==> src/rtl/multivoice_pkg.sv <==
// Shared types and helpers for the multi-voice tone generator.
package multivoice_pkg;

    localparam int unsigned MAX_DIV_W = 32;

    typedef enum logic [1:0] {
        OCT_NONE = 2'd0,
        OCT_UP   = 2'd1,
        OCT_DOWN = 2'd2
    } oct_mode_t;

    function automatic int unsigned clog2(input int unsigned val);
        int unsigned r;
        r = 0;
        while ((32'd1 << r) < val) r = r + 1;
        return r;
    endfunction

    // Up and down together cancel out.
    function automatic oct_mode_t oct_mode(input logic up, input logic down);
        if (up && !down) return OCT_UP;
        if (down && !up) return OCT_DOWN;
        return OCT_NONE;
    endfunction

    // One extra bit so an octave-down shift never overflows.
    function automatic logic [MAX_DIV_W:0] eff_period(input logic [MAX_DIV_W-1:0] div,
                                                      input oct_mode_t mode);
        logic [MAX_DIV_W:0] d;
        d = {1'b0, div};
        eff_period = d;
        if (div == '0) begin
            eff_period = '0;
        end else begin
            case (mode)
                OCT_UP:   eff_period = ((d >> 1) == '0) ? (MAX_DIV_W+1)'(1) : (d >> 1);
                OCT_DOWN: eff_period = d << 1;
                default:  eff_period = d;
            endcase
        end
    endfunction

endpackage

==> src/rtl/tone_voice.sv <==
// One square-wave voice: half-period counter reloaded from the effective divider.
module tone_voice
    import multivoice_pkg::*;
#(
    parameter int unsigned DIV_W = 16
) (
    input  logic             clk,
    input  logic             rst_n,
    input  logic [DIV_W-1:0] i_div,
    input  logic             i_ena,
    input  oct_mode_t        i_oct_mode,
    output logic             o_square
);

    logic [DIV_W:0] w_eff;
    logic [DIV_W:0] r_cnt;
    logic           r_square;

    assign w_eff = (DIV_W+1)'(eff_period(MAX_DIV_W'(i_div), i_oct_mode));

    // Divider/octave are only looked at on reload, so a half-period always completes.
    always_ff @(posedge clk or negedge rst_n) begin
        if (!rst_n) begin
            r_cnt    <= '0;
            r_square <= 1'b0;
        end else if (!i_ena) begin
            r_cnt    <= '0;
            r_square <= 1'b0;
        end else if (r_cnt != '0) begin
            r_cnt <= r_cnt - (DIV_W+1)'(1);
        end else if (w_eff == '0) begin
            r_square <= 1'b0;
        end else begin
            r_square <= ~r_square;
            r_cnt    <= w_eff - (DIV_W+1)'(1);
        end
    end

    assign o_square = r_square;

endmodule

==> src/rtl/multivoice_tone_gen.sv <==
// N-voice square-wave generator with tremolo gating, LED mirror and
// first-order sigma-delta mixing onto a single audio bit.
module multivoice_tone_gen
    import multivoice_pkg::*;
#(
    parameter int unsigned NUM_VOICES = 2,
    parameter int unsigned DIV_W      = 16,
    parameter int unsigned TREM_DIV_W = 20
) (
    input  logic                        clk,
    input  logic                        rst_n,
    input  logic [NUM_VOICES*DIV_W-1:0] i_voice_div,
    input  logic [NUM_VOICES-1:0]       i_voice_ena,
    input  logic                        i_octave_uena,
    input  logic                        i_octave_dena,
    input  logic                        i_tremolo_ena,
    input  logic                        i_led_ena,
    output logic                        o_out_full,
    output logic [NUM_VOICES-1:0]       o_led_out
);

    localparam int unsigned ACC_W  = clog2(2 * NUM_VOICES);
    localparam int unsigned SYNC_W = NUM_VOICES + 4;

    logic [SYNC_W-1:0]     w_async;
    logic [SYNC_W-1:0]     r_sync1;
    logic [SYNC_W-1:0]     r_sync2;
    logic [NUM_VOICES-1:0] w_ena;
    logic                  w_oct_up;
    logic                  w_oct_down;
    logic                  w_trem_ena;
    logic                  w_led_ena;
    oct_mode_t             w_oct_mode;
    logic [NUM_VOICES-1:0] w_square;
    logic [NUM_VOICES-1:0] w_gated;
    logic [TREM_DIV_W-1:0] r_lfo;
    logic [ACC_W-1:0]      r_acc;
    logic [ACC_W-1:0]      w_sum;
    logic [ACC_W-1:0]      w_acc_next;
    logic                  w_over;
    logic                  r_out_full;
    logic [NUM_VOICES-1:0] r_led_out;

    assign w_async = {i_led_ena, i_tremolo_ena, i_octave_dena, i_octave_uena, i_voice_ena};

    // Two-flop synchronisers for all control levels.
    always_ff @(posedge clk or negedge rst_n) begin
        if (!rst_n) begin
            r_sync1 <= '0;
            r_sync2 <= '0;
        end else begin
            r_sync1 <= w_async;
            r_sync2 <= r_sync1;
        end
    end

    assign w_ena      = r_sync2[NUM_VOICES-1:0];
    assign w_oct_up   = r_sync2[NUM_VOICES];
    assign w_oct_down = r_sync2[NUM_VOICES+1];
    assign w_trem_ena = r_sync2[NUM_VOICES+2];
    assign w_led_ena  = r_sync2[NUM_VOICES+3];
    assign w_oct_mode = oct_mode(w_oct_up, w_oct_down);

    for (genvar g = 0; g < NUM_VOICES; g++) begin : g_voice
        tone_voice #(
            .DIV_W(DIV_W)
        ) u_voice (
            .clk       (clk),
            .rst_n     (rst_n),
            .i_div     (i_voice_div[g*DIV_W +: DIV_W]),
            .i_ena     (w_ena[g]),
            .i_oct_mode(w_oct_mode),
            .o_square  (w_square[g])
        );
    end

    // Free-running LFO; keeps counting whether or not tremolo is enabled.
    always_ff @(posedge clk or negedge rst_n) begin
        if (!rst_n) r_lfo <= '0;
        else        r_lfo <= r_lfo + TREM_DIV_W'(1);
    end

    assign w_gated = (w_trem_ena && !r_lfo[TREM_DIV_W-1]) ? '0 : w_square;

    // Popcount of gated voices and sigma-delta accumulate.
    always_comb begin
        w_sum = '0;
        for (int unsigned i = 0; i < NUM_VOICES; i++) begin
            w_sum = w_sum + ACC_W'(w_gated[i]);
        end
        w_acc_next = r_acc + w_sum;
        w_over     = (w_acc_next >= ACC_W'(NUM_VOICES));
    end

    always_ff @(posedge clk or negedge rst_n) begin
        if (!rst_n) begin
            r_acc      <= '0;
            r_out_full <= 1'b0;
            r_led_out  <= '0;
        end else begin
            r_acc      <= w_over ? (w_acc_next - ACC_W'(NUM_VOICES)) : w_acc_next;
            r_out_full <= w_over;
            r_led_out  <= w_square & {NUM_VOICES{w_led_ena}};
        end
    end

    assign o_out_full = r_out_full;
    assign o_led_out  = r_led_out;

endmodule

==> config.mk <==
export PLATFORM = sky130hd
export DESIGN_NAME = multivoice_tone_gen
export DESIGN_NICKNAME = d
export VERILOG_FILES = /design/src/rtl/multivoice_pkg.sv /design/src/rtl/tone_voice.sv /design/src/rtl/multivoice_tone_gen.sv
export SDC_FILE = /design/constraint.sdc
export NUM_CORES = 1
export LEC_CHECK = 0
export CAP_MARGIN = 20
export CORE_ASPECT_RATIO = 0.5
export CORE_MARGIN = 2
export CORE_UTILIZATION = 45
export DETAILED_ROUTE_END_ITERATION = 12
export DONT_BUFFER_PORTS = 1
export PLACE_DENSITY = 0.66
export SLEW_MARGIN = 20
export SYNTH_ARGS = -nofsm -noshare
export SYNTH_HDL_FRONTEND = slang
export SYNTH_SLANG_ARGS = --single-unit
==> constraint.sdc <==
create_clock -name clk -period 11.3 [get_ports clk]
set_input_delay 2.26 -clock clk [delete_from_list [all_inputs] [get_ports clk]]
set_output_delay 2.26 -clock clk [all_outputs]
set_load 0.01 [all_outputs]
==> impl_metrics.yaml, run 1 <==
sta:
  hold_violations: 0
  clock.fmax_mhz: 187
  relSlewSlack_pct: 34.1
  slew_violations: 0
  period_needed_ps: 5340
  skew_ps: 5.46
  min_period_over_period_pct: 47.2
  rsz0062_at_grt: "no"
  fin_tns_setup_ps: 0
  worst_pin_slew_ps: 984
  setup_viol: 0
routing:
  dr.pass1.iters: 5
  routed_wl_mm: 11.7
  drcViolationCount: 0
  avgViaCountPerCell: 6.24
  wl_per_cell_um: 17.6
  vias: 4136
  drtIter0Drc: 370
  ant_nets: 0
die:
  fp.dieArea_um2: 11200
  start_util_pct: 46.0
  core_um2: 10100
  rows: 26
  fp.dieW_um: 148
  die_h_um: 75.9
  ioPinCount: 43
placed_design:
  dp_cells: 647
  hpwl_mm: 8.18
  numPortBuffers: 0
  gp_congestion: 0.867
cts:
  cts_max_path_buffers: 2
  cts_inserted_buffers: 9
  root_buffer: "clkbuf_16"
  h-tree-depth: 3
  clkTransAtPathRegs_ps: 60
  cts.sinks: 73
  post_cts_resized: 0
  clock_latency_ps: 340
  post_cts_buffers: 0
  cts_tree: "yes"
  ctsHoldBuffers: 0
logic_synthesis:
  synth-seq-cells: 73
  avgSynthCellArea_um2: 8.89
  yosys_warnings: 0
  synth-xor-area-share_pct: 4.14
  syn_nets: 569
  synth_fa_ha_area_share_pct: 1.78
  yosysUniqueCellTypes: 65
  synth-async-reset-ratio_pct: 100
  syn-cell-area_um2: 4650
  synth_top_family_by_area: "compound AO/OA/AOI/OAI gates"
  synth_ff_type: "dfrtp_1"
  synthCells: 523
  synthMuxAreaShare_pct: 0
  ys_seq_area_share_pct: 39.3
  synth_compound_area_share_pct: 29.1
  synth-edff-count: 0
  yosys.area_share.simple_pct: 22.1
worst_setup_path:
  worstSetupPathType: "in -> reg"
  cp_max_fo: 18
  crit_arrival_ps: 5530
  cp-start-kind: "input port"
  r2r_slack_ps: 6790
  crit_slowest_cell: "or3b_2"
  end_kind: "flip-flop"
  r2r_cells: 14
  cp-startpoint: "i_voice_div[3]"
  timing.rr.start: "r_sync2[2]"
  slowest_delay_ps: 510
  worstReg2RegEnd: "g_voice[0].u_voice.r_cnt[12]"
  cp.required_ps: 11500
  cp_cell_sequence: "nor4_1, and4_1, a211oi_2, buf_4, a21oi_1, ha_1, or3b_2, nor3_1, nand2b_1, a211o_1, a2111oi_0, nor4b_1"
cells_and_area:
  drive_gt1_share_pct: 6.31
  final_util_pct: 50.6
  final_cell_count_no_fill: 663
  areaGrowthSynthToFinish_pct: 10.2
  fin_nets: 564
  diodes: 0
  fill_cells: 945
global_routing:
  grt_max_degree: 74
  gr-max-usage-layer: "met2"
  antenna_found_initial: 0
  met3_usage_pct: 5.63
  grtUsageMet1_pct: 27.9
  grt_usage_pct: 21.7
  grt_pass1_vias: 3866
  grt_overflow: 0
  use_met2_pct: 36.7
  grt_first_pass_wirelength_mm: 19.3
power_and_ir_drop:
  irDropWorstVdd_v: 0.0000892
  combPwrFrac_pct: 40.0
  switching_share_pct: 38.0
  switchingPower_w: 0.000445
  leakagePower_nw: 2.04
  seq_power_share_pct: 31.3
  p_per_area_nw_per_um2: 229
  internal_power_w: 0.000727
  clock_power_share_pct: 28.7
hold_path:
  hp-class: "reg -> reg"
  holdPathStages: 0
  hp-start: "r_sync1[5]"
  min_to: "r_sync2[5]"
status:
  outcome: "finished clean"
run:
  timing.max_cap.violations: 0
[power by group through the flow]
stage                     combinational (W)  clock, W  sequential, W
after floorplan                    0.000378         0       0.000354
after global placement             0.000451         0       0.000369
after detailed placement           0.000460         0       0.000368
after CTS                          0.000464  0.000342       0.000365
after global routing               0.000527  0.000356       0.000374
final                              0.000469  0.000336       0.000367
[worst max path at each step]
| stage | to | slack, ps | depth (start not counted) |
|---|---|---|---|
| 3_5_place_dp | g_voice[0].u_voice.r_cnt[12] | 5620 | 12 |
| 3_3_place_gp | g_voice[0].u_voice.r_cnt[12] | 5720 | 12 |
| 6_report | g_voice[0].u_voice.r_cnt[12] | 5960 | 12 |
| 2_1_floorplan | g_voice[0].u_voice.r_cnt[14] | 5970 | 12 |
| 4_1_cts | g_voice[0].u_voice.r_cnt[12] | 5980 | 12 |
| 5_1_grt | g_voice[0].u_voice.r_cnt[12] | 5510 | 12 |
[kinds of logic (layout without fill, tap and decap cells)]
family	after synthesis	count (layout)
AO/OA/AOI/OAI	189	189
AND/OR/NAND/NOR	194	194
buffers and inverters	38	38
other	1	1
flip-flops	73	73
XOR/XNOR	22	22
adder cells (fa/ha/maj)	6	6
[routing by layer]
layer  vias to the layer above  part of all wire (%)  routed length [um]
li1                       2022                     -                   -
met1                      1988                    46                5400
met2                       101                    47                5470
met3                        25                   4.7                 549
met4                         0                   2.1                 248
met5                         -                     0                   0
[cell usage in the layout (no fill, tap or decap), types with 10 or more instances in the layout]
master and n:
dfrtp_1 73, nand2_1 38, nor2_1 38, o21ai_0 31, a21oi_1 30, nor3_1 21
nor4_1 17, inv_1 16, xnor2_1 16, nor2b_1 13, a211oi_1 12, a221o_1 10
a31oi_1 10, a221oi_1 10
[state kept, by name, summed over array words and instances, names as in the netlist]
signal and count:
g_voice.u_voice.r_cnt 34, r_lfo 20, r_sync1 6, r_sync2 6, g_voice.u_voice.o_square 2, o_led_out 2, r_acc 2, o_out_full 1
[synth_stat cells, types with 6 or more instances]
cell / n / area (um2)
nor2b_1: 13 / 81.3
o21bai_1: 6 / 45.0
a22oi_1: 8 / 60.1
inv_1: 16 / 60.1
xnor2_1: 16 / 140
nor4_1: 17 / 106
or3_1: 7 / 43.8
buf_1: 6 / 22.5
nand3_1: 9 / 45.0
nand4_1: 9 / 56.3
or4_1: 6 / 45.0
and3_1: 9 / 56.3
clkbuf_1: 9 / 33.8
o22ai_1: 9 / 56.3
a31oi_1: 10 / 62.6
nand2b_1: 6 / 37.5
xor2_1: 6 / 52.6
a221oi_1: 10 / 87.6
a221o_1: 10 / 100
dfrtp_1: 73 / 1830
nor3_1: 21 / 105
a211oi_1: 12 / 90.1
a21o_1: 6 / 45.0
o21ai_0: 31 / 155
a21oi_1: 30 / 150
nand2_1: 38 / 143
nor2_1: 38 / 143
o31a_1: 8 / 70.1
[area by class of cell]
type,count,area (um2),share of cell area (%)
clock buffers,10,239,4.66
multi-input cells,412,2660,52.0
clock inverters,6,115,2.25
repair buffers,6,45.0,0.879
flip-flops and latches,73,1830,35.7
well taps,140,175,3.42
inverters,16,60.1,1.17
[metrics by stage]
step	setup slack (ps)	instance area (um2)	hold slack [ps]	power [W]
6_report	5960	5120	349	0.00117
5_1_grt	5510	5120	364	0.00126
4_1_cts	5980	5120	349	0.00117
3_5_place_dp	5620	4770	336	0.000828
3_3_place_gp	5720	4770	332	0.000820
2_1_floorplan	5970	4650	331	0.000732
[worst max-delay path: cells and delay by family]
family	cells	cell delay [ps]
AND/OR/NAND/NOR	6	1820
adder cells (fa/ha/maj)	1	210
AO/OA/AOI/OAI	4	1030
buffers and inverters	1	200
Power figures use the tool's default switching activity.
==> inputs of run 2 (changes only) <==
clock period = 5 ns   (was 11.3 ns; I/O delays follow)
==> impl_metrics.yaml, run 2 (synthesis results as in run 1) <==
sta:
  fin_tns_setup_ps: 0
  relSlewSlack_pct: 35.7
  clock.fmax_mhz: 252
  hold_violations: 0
  skew_ps: 8.11
  slew_violations: 0
  worst_pin_slew_ps: 960
  period_needed_ps: 3970
  setup_viol: 0
  rsz0062_at_grt: "no"
  min_period_over_period_pct: 79.4
die:
  fp.dieW_um: 148
  fp.dieArea_um2: 11200
  core_um2: 10100
  die_h_um: 75.9
  rows: 26
  start_util_pct: 46.0
  ioPinCount: 43
cts:
  h-tree-depth: 3
  cts_tree: "yes"
  post_cts_resized: 0
  cts_max_path_buffers: 2
  clkTransAtPathRegs_ps: 60
  ctsHoldBuffers: 0
  clock_latency_ps: 340
  cts.sinks: 73
  cts_inserted_buffers: 9
  root_buffer: "clkbuf_16"
  post_cts_buffers: 0
routing:
  wl_per_cell_um: 17.1
  dr.pass1.iters: 5
  ant_nets: 0
  vias: 4119
  drtIter0Drc: 347
  drcViolationCount: 0
  routed_wl_mm: 11.4
  avgViaCountPerCell: 6.20
worst_setup_path:
  end_kind: "flip-flop"
  worstSetupPathType: "in -> reg"
  cp-start-kind: "input port"
  cp.required_ps: 5200
  cp_max_fo: 6
  crit_arrival_ps: 4170
power_and_ir_drop:
  p_per_area_nw_per_um2: 496
  irDropWorstVdd_v: 0.000206
  leakagePower_nw: 2.02
global_routing:
  grtUsageMet1_pct: 27.5
  grt_usage_pct: 21.4
  grt_overflow: 0
  antenna_found_initial: 0
  met3_usage_pct: 5.03
  grt_first_pass_wirelength_mm: 19.2
  grt_max_degree: 74
  gr-max-usage-layer: "met2"
  grt_pass1_vias: 3899
  use_met2_pct: 37.2
cells_and_area:
  final_cell_mix: "73 x dfrtp_1, 38 x nand2_1, 38 x nor2_1, 31 x o21ai_0, 30 x a21oi_1"
  diodes: 0
  final_util_pct: 50.1
  largest_reg_flops: 34
  areaGrowthSynthToFinish_pct: 8.91
  reg.largest.list: "g_voice.u_voice.r_cnt: 34 flops, r_lfo: 20 flops"
  drive_gt1_share_pct: 6.49
  top_register: "g_voice.u_voice.r_cnt"
  fin_nets: 565
  final_common_cell: "dfrtp_1"
placed_design:
  numPortBuffers: 0
  hpwl_mm: 8.08
  gp_congestion: 0.832
status:
  outcome: "finished clean"
run:
  timing.max_cap.violations: 0
hold_path:
  hp-class: "in -> async"
==> run 2: cell types whose count changed in the layout (fill, tap and decap cells not counted) <==
cell,previous run,this run
buf_4,6,7
bufinv_16,3,0
clkinv_2,0,1
clkinvlp_4,1,0
inv_6,0,3
==> run 2: power by group <==
| part | switching [W] | internal, W | total [W] |
|---|---|---|---|
| clock | 0.000269 | 0.000356 | 0.000625 |
| combinational | 0.000637 | 0.000427 | 0.00106 |
| sequential | 0.000109 | 0.000717 | 0.000825 |
==> run 2: cell type report <==
| class | instances | area [um2] |
|---|---|---|
| clock inverters | 6 | 48.8 |
| multi-input cells | 412 | 2660 |
| flip-flops and latches | 73 | 1830 |
| inverters | 16 | 60.1 |
| fillers | 919 | 5050 |
| repair buffers | 7 | 52.6 |
| well taps | 140 | 175 |
| clock buffers | 10 | 239 |
==> run 2: per-layer routing <==
layer	part of all wire, %	up-vias	wire [um]
met4	1.9	0	220
met3	5.2	23	591
met2	47	101	5380
li1	-	2019	-
met1	46	1976	5180
met5	0	-	0
==> run 2: path summary, 6_finish.rpt <==
check	cells past startpoint	from	slack, ps	endpoint
worst min-delay path	0	rst_n	350	r_lfo[0]
worst max register to register	12	r_sync2[2]	1190	g_voice[0].u_voice.r_cnt[14]
worst max-delay path	11	i_voice_div[3]	1030	g_voice[0].u_voice.r_cnt[14]
max in group asynchronous	0	rst_n	4510	g_voice[0].u_voice.r_cnt[2]
worst min register to register	0	r_sync1[4]	350	r_sync2[4]
min in group clk	0	r_sync1[4]	350	r_sync2[4]
==> run 2: critical path: stages <==
cell	delay [ps]
nor4_1	400
and4_1	320
a211oi_2	130
a21oi_1	160
ha_1	190
or3b_2	500
nor3_1	300
nand2b_1	190
a211o_1	360
a2111oi_0	510
a211oi_1	90
==> run 2: stage by stage <==
stage                     std cells  power, W  hold slack [ps]  worst slack, ps  area [um2]
after floorplan                 523   0.00165              331              930        4650
after global placement          648   0.00187              332              827        4770
after detailed placement        648   0.00187              336              705        4770
after CTS                       664   0.00251              346             1060        5060
after global routing            664   0.00271              341              618        5060
final                           664   0.00251              349             1030        5060
==> patch 1 (settings of run 1) <==
`DIV_W` is set to 16 in 2 places; all go to 14.
--- a/src/rtl/tone_voice.sv
+++ b/src/rtl/tone_voice.sv
@@ -4,3 +4,3 @@
 #(
-    parameter int unsigned DIV_W = 16
+    parameter int unsigned DIV_W = 14
 ) (
--- a/src/rtl/multivoice_tone_gen.sv
+++ b/src/rtl/multivoice_tone_gen.sv
@@ -6,3 +6,3 @@
     parameter int unsigned NUM_VOICES = 2,
-    parameter int unsigned DIV_W      = 16,
+    parameter int unsigned DIV_W      = 14,
     parameter int unsigned TREM_DIV_W = 20
Ports: changed (resized i_voice_div); port bits go from 43 to 39. The function was not compared with the original's and may differ.
==> patch 1 against run 1 <==
Routed wire length shrank 15%; worst setup slack gained 270 ps; sequential power shrank 8.2%; sequential share of layout area grew 0.77 points; final area shrank 7.5%; sequential cell count shrank 4; power shrank 12%; synthesized area shrank 5.9%; non-clock buffer count shrank 3; largest power group unchanged.
==> patch 1: results (changes against run 1) <==
| Metric | Value |
|---|---|
| Status | `complete, no violations` |
| Crit-path max FO | `8 (-10)` |
| Vias in the first global route | `3411 (-12%)` |
| Signal inverters | `11 (-5)` |
| Drt via density | `6.063 (-2.8%)` |
| Synth-to-layout area growth | `8.288%` |
| Buffering overhead | `0.4751% (-0.40 points)` |
| FF-to-FF End | `g_voice[1].u_voice.r_cnt[10]$_DFFE_PN0P_` |
| Clk_buf instances | `11 (+1)` |
| Maximum number of pins on one net before global-route repair | `70 (-5.4%)` |
| Fraction of area in registers | `36.42% (+0.77 points)` |
| Synth Area in XOR/XNOR | `4.801% (+0.66 points)` |
| Endpoint of the worst hold path | `r_sync2[0]$_DFF_PN0_` |
| Worst EP arrival | `5250 ps (-280 ps)` |
| # nets final | `510 (-9.6%)` |
| Bufs w/o clock | `3 (-3)` |
| Post-detail-place hpwl | `7108 um (-13%)` |
| Top Registers | `g_voice.u_voice.r_cnt: 30 flops, r_lfo: 20 flops` |
| GR Util met3 | `5.215% (-0.41 points)` |
| Synth Area in Compound Gates | `25.35% (-3.7 points)` |
| Sw frac | `37.92% (-0.068 points)` |
| ClkCell Share | `6.361% (-0.55 points)` |
| Met1 GRT Util | `27.03% (-0.87 points)` |
| Worst vdd ir | `0.00007051 V (-21%)` |
| Layout cells sized above 1 | `8.879% (+2.6 points)` |
| Met1 Wirelength | `4611 um (-15%)` |
| Mean Syn Cell Area | `9.275 sq um (+4.3%)` |
| Via count | `3686 (-11%)` |
| Slowest stage delay, CP | `490 ps (-20 ps)` |
| GRT Util Overall | `20.01% (-1.7 points)` |
| Worst Skew | `6.217 ps (+0.7576 ps)` |
| Leak | `1.897 nW (-6.8%)` |
| Fraction of area in multi-input gates | `52.31% (+0.34 points)` |
| Register area share after synthesis | `39.44% (+0.16 points)` |
| Routed wl met3 | `532 um (-3.1%)` |
| Clk network pwr share | `27.3% (-1.4 points)` |
| HP Start | `r_sync1[0]$_DFF_PN0_` |
| Yosys cell types | `74 (+14%)` |
| Met2 usage | `31.80% (-4.9 points)` |
| Filler cell count | `878 (-7.1%)` |
| CP max-delay cell | `a21oi_1` |
| Post-synthesis adder-cell area fraction | `1.886% (+0.11 points)` |
| Hold slack | `343.3 ps (-5.863 ps)` |
| Slew Limit Headroom | `32.52% (-1.6 points)` |
| Top cells by count, synth | `69 x dfrtp_1, 37 x nor2_1, 32 x nand2_1` |
| First-pass GRT wire length | `16720 um (-13%)` |
## patch 1: how the worst max path moves through the flow
stage	from	endpoint	slack [ps]	depth (start not counted)
finish	i_voice_div[18]	g_voice[1].u_voice.r_cnt[10]$_DFFE_PN0P_	6230	11
global route	i_voice_div[18]	g_voice[1].u_voice.r_cnt[10]$_DFFE_PN0P_	5950	11
CTS	i_voice_div[18]	g_voice[1].u_voice.r_cnt[10]$_DFFE_PN0P_	6290	11
detailed placement	i_voice_div[18]	g_voice[1].u_voice.r_cnt[10]$_DFFE_PN0P_	5970	11
global placement	i_voice_div[18]	g_voice[1].u_voice.r_cnt[10]$_DFFE_PN0P_	6060	11
floorplan	i_voice_div[26]	g_voice[1].u_voice.r_cnt[10]$_DFFE_PN0P_	6420	11
## patch 1: logic make-up after synthesis
logic type | Yosys count
compound gates | 150
simple gates | 193
buf+inv | 29
xor+xnor | 24
other cells | 1
flops | 69
fa+ha+maj | 6
==> patch 2 (flow settings as in run 1) <==
Without the edit above. Put one more register stage on the output `o_led_out`. The value now appears one clock later. The other outputs are not delayed to match.
--- a/src/rtl/multivoice_tone_gen.sv
+++ b/src/rtl/multivoice_tone_gen.sv
@@ -107,3 +107,5 @@
     assign o_out_full = r_out_full;
-    assign o_led_out  = r_led_out;
+    always_ff @(posedge clk) begin
+        o_led_out <= r_led_out;
+    end
 
Formal check against the unedited RTL: not equivalent (Yosys sat finds a counterexample within 10 cycles, from zero or initial values and one cycle with rst_n low).
==> patch 2 against run 1 <==
Routed wire length is 9.3% lower; sequential share of layout area is 1.4 points higher; synthesized area is 0.91% higher; power is 4.8% lower; sequential cell count is 2 higher; critical path depth stayed put; worst setup slack better by 690 ps; final area is 1.7% lower; highest routed layer unchanged.
==> patch 2: results (changes against run 1) <==
| Metric | Value |
|---|---|
| R2R depth | `9 (-5)` |
| Via count | `3746 (-9.4%)` |
| Diode count | `0 (unchanged)` |
| Top Registers | `g_voice.u_voice.r_cnt: 34 flops, r_lfo: 20 flops` |
| Top Family by Delay on Critical Path | `simple AND/OR/NAND/NOR gates` |
| Worst vdd ir | `0.0001080 V (+21%)` |
| Critical path capture point | `g_voice[0].u_voice.r_cnt[16]$_DFFE_PN0P_` |
| Max Root-Sink Buffers | `2 (unchanged)` |
| CTS resizes | `0 (unchanged)` |
| Critical path origin | `i_voice_div[3]` |
| CP max-delay cell | `o211a_1` |
| Register area share after synthesis | `39.78% (+0.50 points)` |
| Post-detail-place hpwl | `7637 um (-6.7%)` |
| Total Wirelength | `10580 um (-9.3%)` |
| Yosys cell types | `71 (+9.2%)` |
| Dpl cell area | `0.004733 sq mm (-0.71%)` |
| CTS root buf | `clkbuf_16` |
| Vias in the first global route | `3584 (-7.3%)` |
| H-tree lvl count | `3 (unchanged)` |
| # nets final | `549 (-2.7%)` |
| Top cells by count, synth | `73 x dfrtp_1, 64 x nor2_1, 38 x nand2_1` |
| Status | `complete, no violations` |
| Worst Skew | `6.196 ps (+0.7371 ps)` |
| Drt pass-1 iters | `5 (unchanged)` |
| Worst EP arrival | `4850 ps (-680 ps)` |
| GRT overflow | `0 (unchanged)` |
| Leak | `2.046 nW (+0.50%)` |
| Layout cells sized above 1 | `9.843% (+3.5 points)` |
| R2R Setup Slk | `7610 ps (+820 ps)` |
| GPL Wtd Cong | `0.8472 (-2.3%)` |
| Syn Nets | `558 (-1.9%)` |
| First-pass GRT wire length | `17530 um (-9.3%)` |
| Slowest stage delay, CP | `450 ps (-60 ps)` |
| Fraction of registers with async set/reset | `97.33% (-2.7 points)` |
| DRT iter0 DRCs | `351 (-5.1%)` |
| Top cells by area, synth | `dfrtp_1 39%, nor2_1 5.1%, xor2_1 3.9%` |
| Slew @ Worst Pin | `1006 ps (+22.12 ps)` |
| FF-to-FF End | `g_voice[0].u_voice.r_cnt[10]$_DFFE_PN0P_` |
| Yosys Warn Count | `0 (unchanged)` |
| GRT Util Overall | `19.28% (-2.4 points)` |
| Setup bufs post-CTS | `0 (unchanged)` |
| Crit-path max FO | `14 (-4)` |
| NetSw | `0.4318 mW (-3.1%)` |
-- patch 2: kinds of logic (layout without fill, tap and decap cells) --
family / after synthesis / after routing / synth area share, %
DFF: 75 / 75 / 39.78
xor gates and xnor gates: 41 / 41 / 7.651
adders and majority gates: 6 / 6 / 1.760
other: 1 / 1 / 0.07990
buffers and inverters: 33 / 29 / 4.052
AOI/OAI and AO/OA: 137 / 137 / 21.57
and+or+nand+nor: 219 / 219 / 25.11
-- patch 2: how the worst min path moves through the flow --
stage | startpoint | end | slack (ps) | depth (start not counted)
global placement | r_led_out[1]$_DFF_PN0_ | o_led_out[1]$_DFF_P_ | 330 | 0
CTS | r_led_out[0]$_DFF_PN0_ | o_led_out[0]$_DFF_P_ | 340 | 0
detailed placement | r_led_out[0]$_DFF_PN0_ | o_led_out[0]$_DFF_P_ | 330 | 0
floorplan | r_led_out[0]$_DFF_PN0_ | o_led_out[0]$_DFF_P_ | 320 | 0
finish | r_led_out[0]$_DFF_PN0_ | o_led_out[0]$_DFF_P_ | 340 | 0
global route | r_sync1[0]$_DFF_PN0_ | r_sync2[0]$_DFF_PN0_ | 350 | 0
-- patch 2: area by class of cell --
cell class	instances	area, sq um
fill	945	5146
clock inverter	6	73.82
sequential	75	1867
clock buffer	10	229.0
timing repair buffer	1	7.507
multi-input combinational	404	2639
inverter	12	45.04
tap	140	175.2
-- patch 2: worst register-to-register path, delay by kind of cell (launching register included) --
family | cells | cell delay (ps)
compound gates | 2 | 1070
fa+ha+maj | 1 | 970
simple gates | 4 | 890
flops | 1 | 350
buf+inv | 2 | 290
-- patch 2: power by group through the flow --
stage	sequential (mW)	combinational, mW	clock [mW]
after floorplan	0.351	0.394	0
after global placement	0.362	0.456	0
after detailed placement	0.363	0.459	0
after CTS	0.359	0.463	0.299
after global routing	0.365	0.523	0.309
final	0.360	0.464	0.293
-- patch 2: metrics by stage --
stage	instances	utilization (%)	worst slack [ps]
2_1_floorplan	512	-	6777
3_3_place_gp	632	46.49	6418
3_5_place_dp	632	46.49	6345
4_1_cts	648	49.46	6700
5_1_grt	648	49.46	6473
6_report	648	49.46	6656
-- patch 2: metal layers --
layer	part of all wire (%)	track usage (%)	wire (um)
met5	0	0	0
met4	1.9	6.286	203
met3	3.9	4.251	413
met2	47	31.44	4994
met1	47	25.65	4966
